--- config.mk ---
export PLATFORM = sky130hd
export DESIGN_NAME = uart_rx
export DESIGN_NICKNAME = d
export VERILOG_FILES = /design/src/rtl/uart_rx.sv
export SDC_FILE = /design/constraint.sdc
export NUM_CORES = 1
export LEC_CHECK = 0
export BUFFER_PORTS_ARGS = -buffer_cell sky130_fd_sc_hd__buf_2
export CORE_ASPECT_RATIO = 0.8
export CORE_MARGIN = 1
export CORE_UTILIZATION = 40
export DETAILED_ROUTE_END_ITERATION = 8
export GPL_ROUTABILITY_DRIVEN = 0
export HOLD_SLACK_MARGIN = 0.15
export PLACE_DENSITY = 0.58
export SYNTH_ARGS = -nofsm -noshare
export SYNTH_HDL_FRONTEND = slang
export SYNTH_SLANG_ARGS = --single-unit
--- constraint.sdc ---
create_clock -name clk -period 2 [get_ports clk]
set_input_delay 0.2 -clock clk [delete_from_list [all_inputs] [get_ports clk]]
set_output_delay 0.2 -clock clk [all_outputs]
set_load 0.1 [all_outputs]
--- src/rtl/uart_rx.sv ---
// uart_rx -- 8N1 asynchronous serial receiver, 16x oversampled.
//
// Recovers bytes from the serial line using the baud generator's 16x
// receive enable and hands each byte to the bus side with a
// valid/acknowledge handshake. Framing and overrun errors are also reported.
//
// Ports:
//   clk          system clock
//   rst_n        asynchronous active-low reset
//   receive_baud single-cycle enable, 16 per bit period
//   rxd          serial line (idle high, asynchronous to clk)
//   rx_ack       single-cycle pulse: consumer has read rx_data
//   rx_data      last accepted byte (LSB received first)
//   rx_valid     a byte is waiting; held until rx_ack
//   frame_error  the byte in rx_data had a low stop bit
//   overrun      sticky: a byte was dropped while rx_valid was set
//   rx_busy      receiver is inside a frame (state != IDLE)
module uart_rx (
  input  logic       clk,
  input  logic       rst_n,
  input  logic       receive_baud,
  input  logic       rxd,
  input  logic       rx_ack,
  output logic [7:0] rx_data,
  output logic       rx_valid,
  output logic       frame_error,
  output logic       overrun,
  output logic       rx_busy
);

  typedef enum logic [1:0] {
    IDLE  = 2'd0,
    START = 2'd1,
    DATA  = 2'd2,
    STOP  = 2'd3
  } state_t;

  state_t     state, state_nxt;
  logic       rxd_meta, rxs;
  logic [3:0] tc, tc_nxt;
  logic [2:0] bc, bc_nxt;
  logic [7:0] shift, shift_nxt;
  logic       stop_sample;
  logic       complete;

  // Two-flop synchroniser; resets to the idle line level.
  always_ff @(posedge clk or negedge rst_n) begin
    if (!rst_n) begin
      rxd_meta <= 1'b1;
      rxs      <= 1'b1;
    end else begin
      rxd_meta <= rxd;
      rxs      <= rxd_meta;
    end
  end

  // State register: advances only on receive ticks.
  always_ff @(posedge clk or negedge rst_n) begin
    if (!rst_n) begin
      state <= IDLE;
      tc    <= '0;
      bc    <= '0;
      shift <= '0;
    end else if (receive_baud) begin
      state <= state_nxt;
      tc    <= tc_nxt;
      bc    <= bc_nxt;
      shift <= shift_nxt;
    end
  end

  // Next-state logic.
  always_comb begin
    state_nxt   = state;
    tc_nxt      = tc;
    bc_nxt      = bc;
    shift_nxt   = shift;
    stop_sample = 1'b0;
    unique case (state)
      IDLE: begin
        if (!rxs) begin
          state_nxt = START;
          tc_nxt    = '0;
        end
      end
      START: begin
        if (tc == 4'd7) begin
          tc_nxt = '0;
          if (!rxs) begin
            state_nxt = DATA;
            bc_nxt    = '0;
          end else begin
            state_nxt = IDLE;
          end
        end else begin
          tc_nxt = tc + 4'd1;
        end
      end
      DATA: begin
        if (tc == 4'd15) begin
          shift_nxt = {rxs, shift[7:1]};
          tc_nxt    = '0;
          if (bc == 3'd7) begin
            state_nxt = STOP;
          end else begin
            bc_nxt = bc + 3'd1;
          end
        end else begin
          tc_nxt = tc + 4'd1;
        end
      end
      STOP: begin
        if (tc == 4'd15) begin
          stop_sample = 1'b1;
          state_nxt   = IDLE;
          tc_nxt      = '0;
        end else begin
          tc_nxt = tc + 4'd1;
        end
      end
      default: state_nxt = IDLE;
    endcase
  end

  // Output decode.
  always_comb begin
    rx_busy  = (state != IDLE);
    complete = receive_baud & stop_sample;
  end

  // Handshake registers. A completion takes priority over a coincident
  // rx_ack: the ack frees the slot, so the new byte is accepted.
  always_ff @(posedge clk or negedge rst_n) begin
    if (!rst_n) begin
      rx_data     <= '0;
      rx_valid    <= 1'b0;
      frame_error <= 1'b0;
      overrun     <= 1'b0;
    end else if (complete) begin
      if (!rx_valid || rx_ack) begin
        rx_data     <= shift;
        rx_valid    <= 1'b1;
        frame_error <= ~rxs;
        overrun     <= 1'b0;
      end else begin
        overrun <= 1'b1;
      end
    end else if (rx_ack) begin
      rx_valid    <= 1'b0;
      frame_error <= 1'b0;
      overrun     <= 1'b0;
    end
  end

endmodule

==> results.toml, run 1 <==
[run_status]
status = "finished, final reports clean"

[placement]
pre_cts_ws_ps = 355
place.port_buffers = 16
place_hpwl_mm = 1.91

[floorplanning]
core_um2 = 3490
ioPinCount = 17
fp.dieW_um = 70.2
rows = 19
die-area_um2 = 3970
die_y_um = 56.6
initial_core_util_pct = 42.6

[synth]
synth_top_family_by_area = "simple AND/OR/NAND/NOR gates"
synth_xor_area_share_pct = 0
ys_ff_latch = 30
syn_nets = 129
muxShareOfSynthArea_pct = 15.0
synth_adder_area_share_pct = 2.52
yosysSeqAreaShare_pct = 50.6
synth_compound_area_share_pct = 10.3
synth-simple-area-share_pct = 15.0
netlist_instances = 121
ys_warn_count = 0
synth.distinct_cells = 39
avgSynthCellArea_um2 = 12.3
synth_area_um2 = 1490

[grt]
grt_max_degree = 31
track_usage_pct = 15.8
antenna_found_initial = 0
grt_pass1_vias = 926
grt_pass1_wl_mm = 4.64
grt-ovfl-total = 0

[worst_setup_path]
worst_ep_arrival_time_ps = 1560
ff2ff_setup_slack_ps = 360
crit_chain = "or2_2 -> buf_2"
cp_data_required_time_ps = 1800
cp-endpoint = "rx_busy"
cp_slowest_stage_delay_ps = 600
worstSetupPathType = "register to output pin"
r2r_end = "rx_data[2]"
reg2reg_from = "tc[2]"
slowest_stage = "dfrtp_1"
r2r_cells = 3
worst_setup_path_end_kind = "output pin"
cp_max_fo = 15
crit_start = "state[0]"
startpoint_type = "register"

[cts]
cts_setup_buffers = 0
cts.clk_slew.worst_paths_ps = 70
cts.path.max_buffers = 2
cts_htree_levels = 2
clk_latency_ps = 280
tritoncts = "done"
cts_resized = 0
clock-root-buffer = "clkbuf_8"
cts_hold_buf = 2
clock-sinks = 30
numCtsBuffers = 5

[pwr]
intPower_mw = 1.30
max-vdd-ir-drop_mv = 0.525
power.share.switching_pct = 34.2
p_leak_nw = 0.809
power_frac_comb_pct = 26.4
pwr-share-seq_pct = 43.6
powerDensity_nw_per_um2 = 1170
p_clk_share_pct = 30.0
p_sw_uw = 674

[routing]
drc = 0
post_drt_wl_per_cell_um = 15.2
drt.antenna.violating_nets = 0
vias_per_cell = 5.38
routed_wl_mm = 2.76
drtIter0Drc = 56
first_pass_iters = 5
vias = 980

[sta]
post-route-period-util_pct = 88.2
worst_pin_slew_ps = 647
slew_headroom_pct = 56.9
fin_setup_tns_ps = 0
rsz0062_at_grt = "no"
hold_viol_final = 0
period_needed_ps = 1760
finalSetupViolCount = 0
skew_ps = 4.67
fmax_ghz = 0.567
drv_slew = 0
holdWs_ps = 203
layout_setup_ws_ps = 235

[cells_and_area]
nFillCells = 324
fin_nets = 147
areaGrowthSynthToFinish_pct = 13.4
diodes = 0
drive_gt1_share_pct = 36.4
fin_util_pct = 48.3

[hold_path]
min_path_type = "input pin to register"

[run]
maxCapViolations = 0
-- kinds of logic (layout without fill, tap and decap cells) --
group           Yosys count  in the layout
fa+ha+maj                 3              3
compound gates           22             22
mux                      17             17
flops                    30             30
simple gates             35             35
buf+inv                  14             33
-- power by group through the flow --
stage | Clock (mW) | Sequential (mW) | Combinational (mW)
after floorplan | 0 | 0.789 | 0.496
after global placement | 0 | 0.859 | 0.506
after detailed placement | 0 | 0.867 | 0.519
after CTS | 0.612 | 0.856 | 0.524
after global routing | 0.635 | 0.882 | 0.575
final | 0.593 | 0.860 | 0.521
-- flip-flops by register name, indices dropped and copies added, names as in the netlist, named ones only --
| signal | cells |
|---|---|
| rx_data | 8 |
| overrun | 1 |
| rxd_meta | 1 |
| frame_error | 1 |
| rxs | 1 |
| bc | 3 |
| tc | 4 |
| rx_valid | 1 |
| shift | 8 |
| state | 1 |
-- layer usage --
metal / track usage, % / part of all wire (%) / routed length (um) / up-vias
li1: - / - / - / 475
met4: 10.3 / 1.9 / 53 / 0
met1: 21.2 / 51 / 1420 / 482
met5: 0 / 0 / 0 / -
met3: 5.03 / 4.1 / 114 / 4
met2: 22.0 / 43 / 1170 / 19
-- Yosys cell counts (all sizes together) --
master,instances,area [um^2]
a21oi,3,15.0
a22o,2,17.5
a22oi,1,7.51
a2bb2oi,2,17.5
a311oi,1,8.76
a31oi,3,18.8
a32o,2,20.0
and2,1,8.76
and3,3,20.0
and4,3,32.5
buf,6,66.3
clkbuf,3,11.3
dfrtp,28,701
dfstp,2,52.6
ha,3,37.5
inv,5,18.8
mux2,16,214
mux2i,1,10.0
nand2,4,15.0
nand2b,2,12.5
nand3,7,35.0
nand3b,2,15.0
nand4b,1,8.76
nor2,1,3.75
nor2b,5,31.3
nor3,1,5.00
nor3b,2,15.0
o211ai,2,15.0
o21ai,5,25.0
o2bb2ai,1,8.76
or2,1,6.26
or3,1,6.26
or3b,1,8.76
-- final cells by class --
class / count / area [um^2] / area share, %
flip-flops and latches: 30 / 753 / 44.6
repair buffers: 20 / 115 / 6.82
multi-input cells: 77 / 639 / 37.9
clock inverters: 3 / 40.0 / 2.37
inverters: 5 / 18.8 / 1.11
clock buffers: 5 / 68.8 / 4.08
well taps: 42 / 52.6 / 3.11
-- metrics by stage --
stage	cells	instance area [um^2]	power (mW)
6_report	182	1690	1.97
5_1_grt	182	1690	2.09
4_1_cts	182	1690	1.99
3_5_place_dp	172	1560	1.39
3_3_place_gp	172	1560	1.36
2_1_floorplan	121	1490	1.29
-- cell usage in the layout, fill, tap and decap left out, types with 2 or more instances in the layout --
cell / instances
dfrtp_1: 28
buf_2: 16
mux2_4: 9
mux2_2: 7
nand3_1: 7
nor2b_1: 5
inv_1: 5
o21ai_0: 5
clkbuf_8: 5
nand2_1: 4
a31oi_1: 3
a21oi_1: 3
ha_1: 3
and4_4: 2
a32o_1: 2
nand2b_1: 2
and3_1: 2
a2bb2oi_1: 2
nand3b_1: 2
a22o_1: 2
o211ai_1: 2
nor3b_1: 2
clkinv_2: 2
dlygate4sd3_1: 2
buf_4: 2
dfstp_2: 2
-- worst max-delay path: cells and delay by family, from the launching register on --
family	cells	cell delay [ps]
buf+inv	1	440
simple gates	1	240
flops	1	600
-- worst min path at each step --
stage                start                          to  slack, ps  cells after the start
floorplan            rst_n  asynchronous set/reset pin       -100                      0
detailed placement   rst_n                       tc[1]        270                      1
global placement     rst_n                       tc[1]        270                      1
finish              rx_ack                     overrun        200                      4
global route        rx_ack                     overrun        240                      4
CTS                 rx_ack                     overrun        190                      4
Note: power is estimated with default switching activity, not from simulation.
==> inputs of run 2 (changes only) <==
--- a/config.mk
+++ b/config.mk
@@ -6,13 +6,14 @@
 export NUM_CORES = 1
 export LEC_CHECK = 0
 export BUFFER_PORTS_ARGS = -buffer_cell sky130_fd_sc_hd__buf_2
+export CAP_MARGIN = 10
 export CORE_ASPECT_RATIO = 0.8
 export CORE_MARGIN = 1
-export CORE_UTILIZATION = 40
+export CORE_UTILIZATION = 55
 export DETAILED_ROUTE_END_ITERATION = 8
 export GPL_ROUTABILITY_DRIVEN = 0
 export HOLD_SLACK_MARGIN = 0.15
-export PLACE_DENSITY = 0.58
+export PLACE_DENSITY = 0.76
 export SYNTH_ARGS = -nofsm -noshare
 export SYNTH_HDL_FRONTEND = slang
 export SYNTH_SLANG_ARGS = --single-unit
==> run 2 against run 1 <==
Compared with the run above:
- wire length fell by 3.6%
- via count rose by 1.8%
- critical path depth did not move
- sequential share of layout area rose by 1.3 points
- largest power group unchanged
- setup slack got worse by 44 ps
- core utilization rose by 17 points
- sequential power barely moved
==> results.toml, run 2 (synthesized netlist as in run 1, its figures left out) <==
[sta]
period_needed_ps = 1810
drv_slew = 0
fin_setup_tns_ps = 0
worst_pin_slew_ps = 639
layout_setup_ws_ps = 191
rsz0062_at_grt = "no"
fmax_ghz = 0.553
finalSetupViolCount = 0
post-route-period-util_pct = 90.4
slew_headroom_pct = 57.4
hold_viol_final = 0
skew_ps = 6.98

[cells_and_area]
areaGrowthSynthToFinish_pct = 10.3
layout_common_cells = "dfrtp_1 (28), buf_2 (16), mux2_4 (9)"
nFillCells = 202
reg_top3 = "rx_data: 8 flops, shift: 8 flops, tc: 4 flops"
layout_commonest_cell = "dfrtp_1"
fin_nets = 148
drive_gt1_share_pct = 35.5
fin_util_pct = 65.6
diodes = 0

[floorplanning]
rows = 16
die_y_um = 48.5
initial_core_util_pct = 59.5
core_um2 = 2500
ioPinCount = 17
die-area_um2 = 2920
fp.dieW_um = 60.2

[worst_setup_path]
worst_ep_arrival_time_ps = 1610
cp.depth = 2
crit_chain = "or2_2 -> buf_2"
worst_setup_path_end_kind = "output pin"
cp_data_required_time_ps = 1800
critPathBufInv = 1
slowest_stage = "dfrtp_1"
cp_top_family = "flip-flops"
cp_max_fo = 15
worstSetupPathType = "register to output pin"
startpoint_type = "register"
cp_slowest_stage_delay_ps = 610
r2r_cells = 3

[pwr]
p_leak_nw = 0.790
max-vdd-ir-drop_mv = 0.840
power.total_mw = 1.76
powerDensity_nw_per_um2 = 1080

[routing]
vias_per_cell = 5.64
post_drt_wl_per_cell_um = 15.0
dr_wl_met3_um = 142
drc = 0
first_pass_iters = 4
top_layer_used = "met4"
routed-wl-met2_mm = 1.19
drt.antenna.violating_nets = 0
routed_wl_mm = 2.66
vias = 998
drtIter0Drc = 54
wl_met1_mm = 1.28

[cts]
cts_resized = 0
tritoncts = "done"
clock-root-buffer = "clkbuf_4"
clock-sinks = 30
cts.clk_slew.worst_paths_ps = 90
clk_latency_ps = 330
cts_setup_buffers = 0
cts_htree_levels = 2
cts.path.max_buffers = 2
numCtsBuffers = 5

[hold_path]
min_path_cells = 3
min_path_type = "input pin to register"

[placement]
place_hpwl_mm = 1.79
pre_cts_ws_ps = 355
place.port_buffers = 16

[grt]
grt_max_degree = 31
grt_pass1_wl_mm = 4.71
grt_pass1_vias = 953
track_usage_pct = 22.7
antenna_found_initial = 0
grt-ovfl-total = 0

[run_status]
status = "finished, final reports clean"

[run]
maxCapViolations = 0
[run 2: cell count changes in the layout (fill, tap and decap cells not counted), sizes merged]
cell / change
dlygate4sd3: +1
bufinv: -1
clkbuf: +2
clkinv: -1
[run 2: tightest hold or removal path, stage by stage]
cell and delay [ps]:
buf_2 170, nand2b_1 90, o2bb2ai_1 70
[run 2: power breakdown]
| part | switching, mW | internal [mW] | total (mW) |
|---|---|---|---|
| clock | 0.206 | 0.170 | 0.376 |
| combinational | 0.288 | 0.239 | 0.527 |
| sequential | 0.165 | 0.697 | 0.862 |
| total | 0.659 | 1.11 | 1.76 |
[run 2: metal layers]
metal  GRT usage (%)  up-vias
li1                -      479
met4            11.6        0
met5               0        -
met2            30.0       32
met1            32.9      483
met3            7.22        4
[run 2: path summary, 6_finish.rpt]
check	start	end	slack, ps
worst max-delay path	state[0]	rx_busy	190
worst min-delay path	receive_baud	tc[0]	240
worst max register to register	tc[2]	rx_data[2]	340
worst min register to register	rxd_meta	rxs	360
max in group asynchronous	rst_n	shift[6]	1160
min in group asynchronous	rst_n	tc[2]	420
[run 2: layout make-up]
class	instances	area [um^2]	share of cell area, %
sequential	30	753	45.9
multi-input combinational	77	639	38.9
timing repair buffer	21	125	7.62
clock buffer	7	55.1	3.35
tap	36	45.0	2.74
inverter	5	18.8	1.14
clock inverter	1	5.00	0.305
[run 2: per-stage QoR]
step,hold slack (ps),instance area [um^2],std cells
6_report,237,1640,177
5_1_grt,229,1640,177
4_1_cts,216,1640,177
3_5_place_dp,265,1550,166
3_3_place_gp,260,1550,166
2_1_floorplan,-95.6,1490,121
[run 2: repair_timing]
item / 4_1_cts / 5_1_grt
endpoints found under the setup margin: 0 / 0
hold buffers: 3 / 0
hold endpoints to repair: 30 / 0
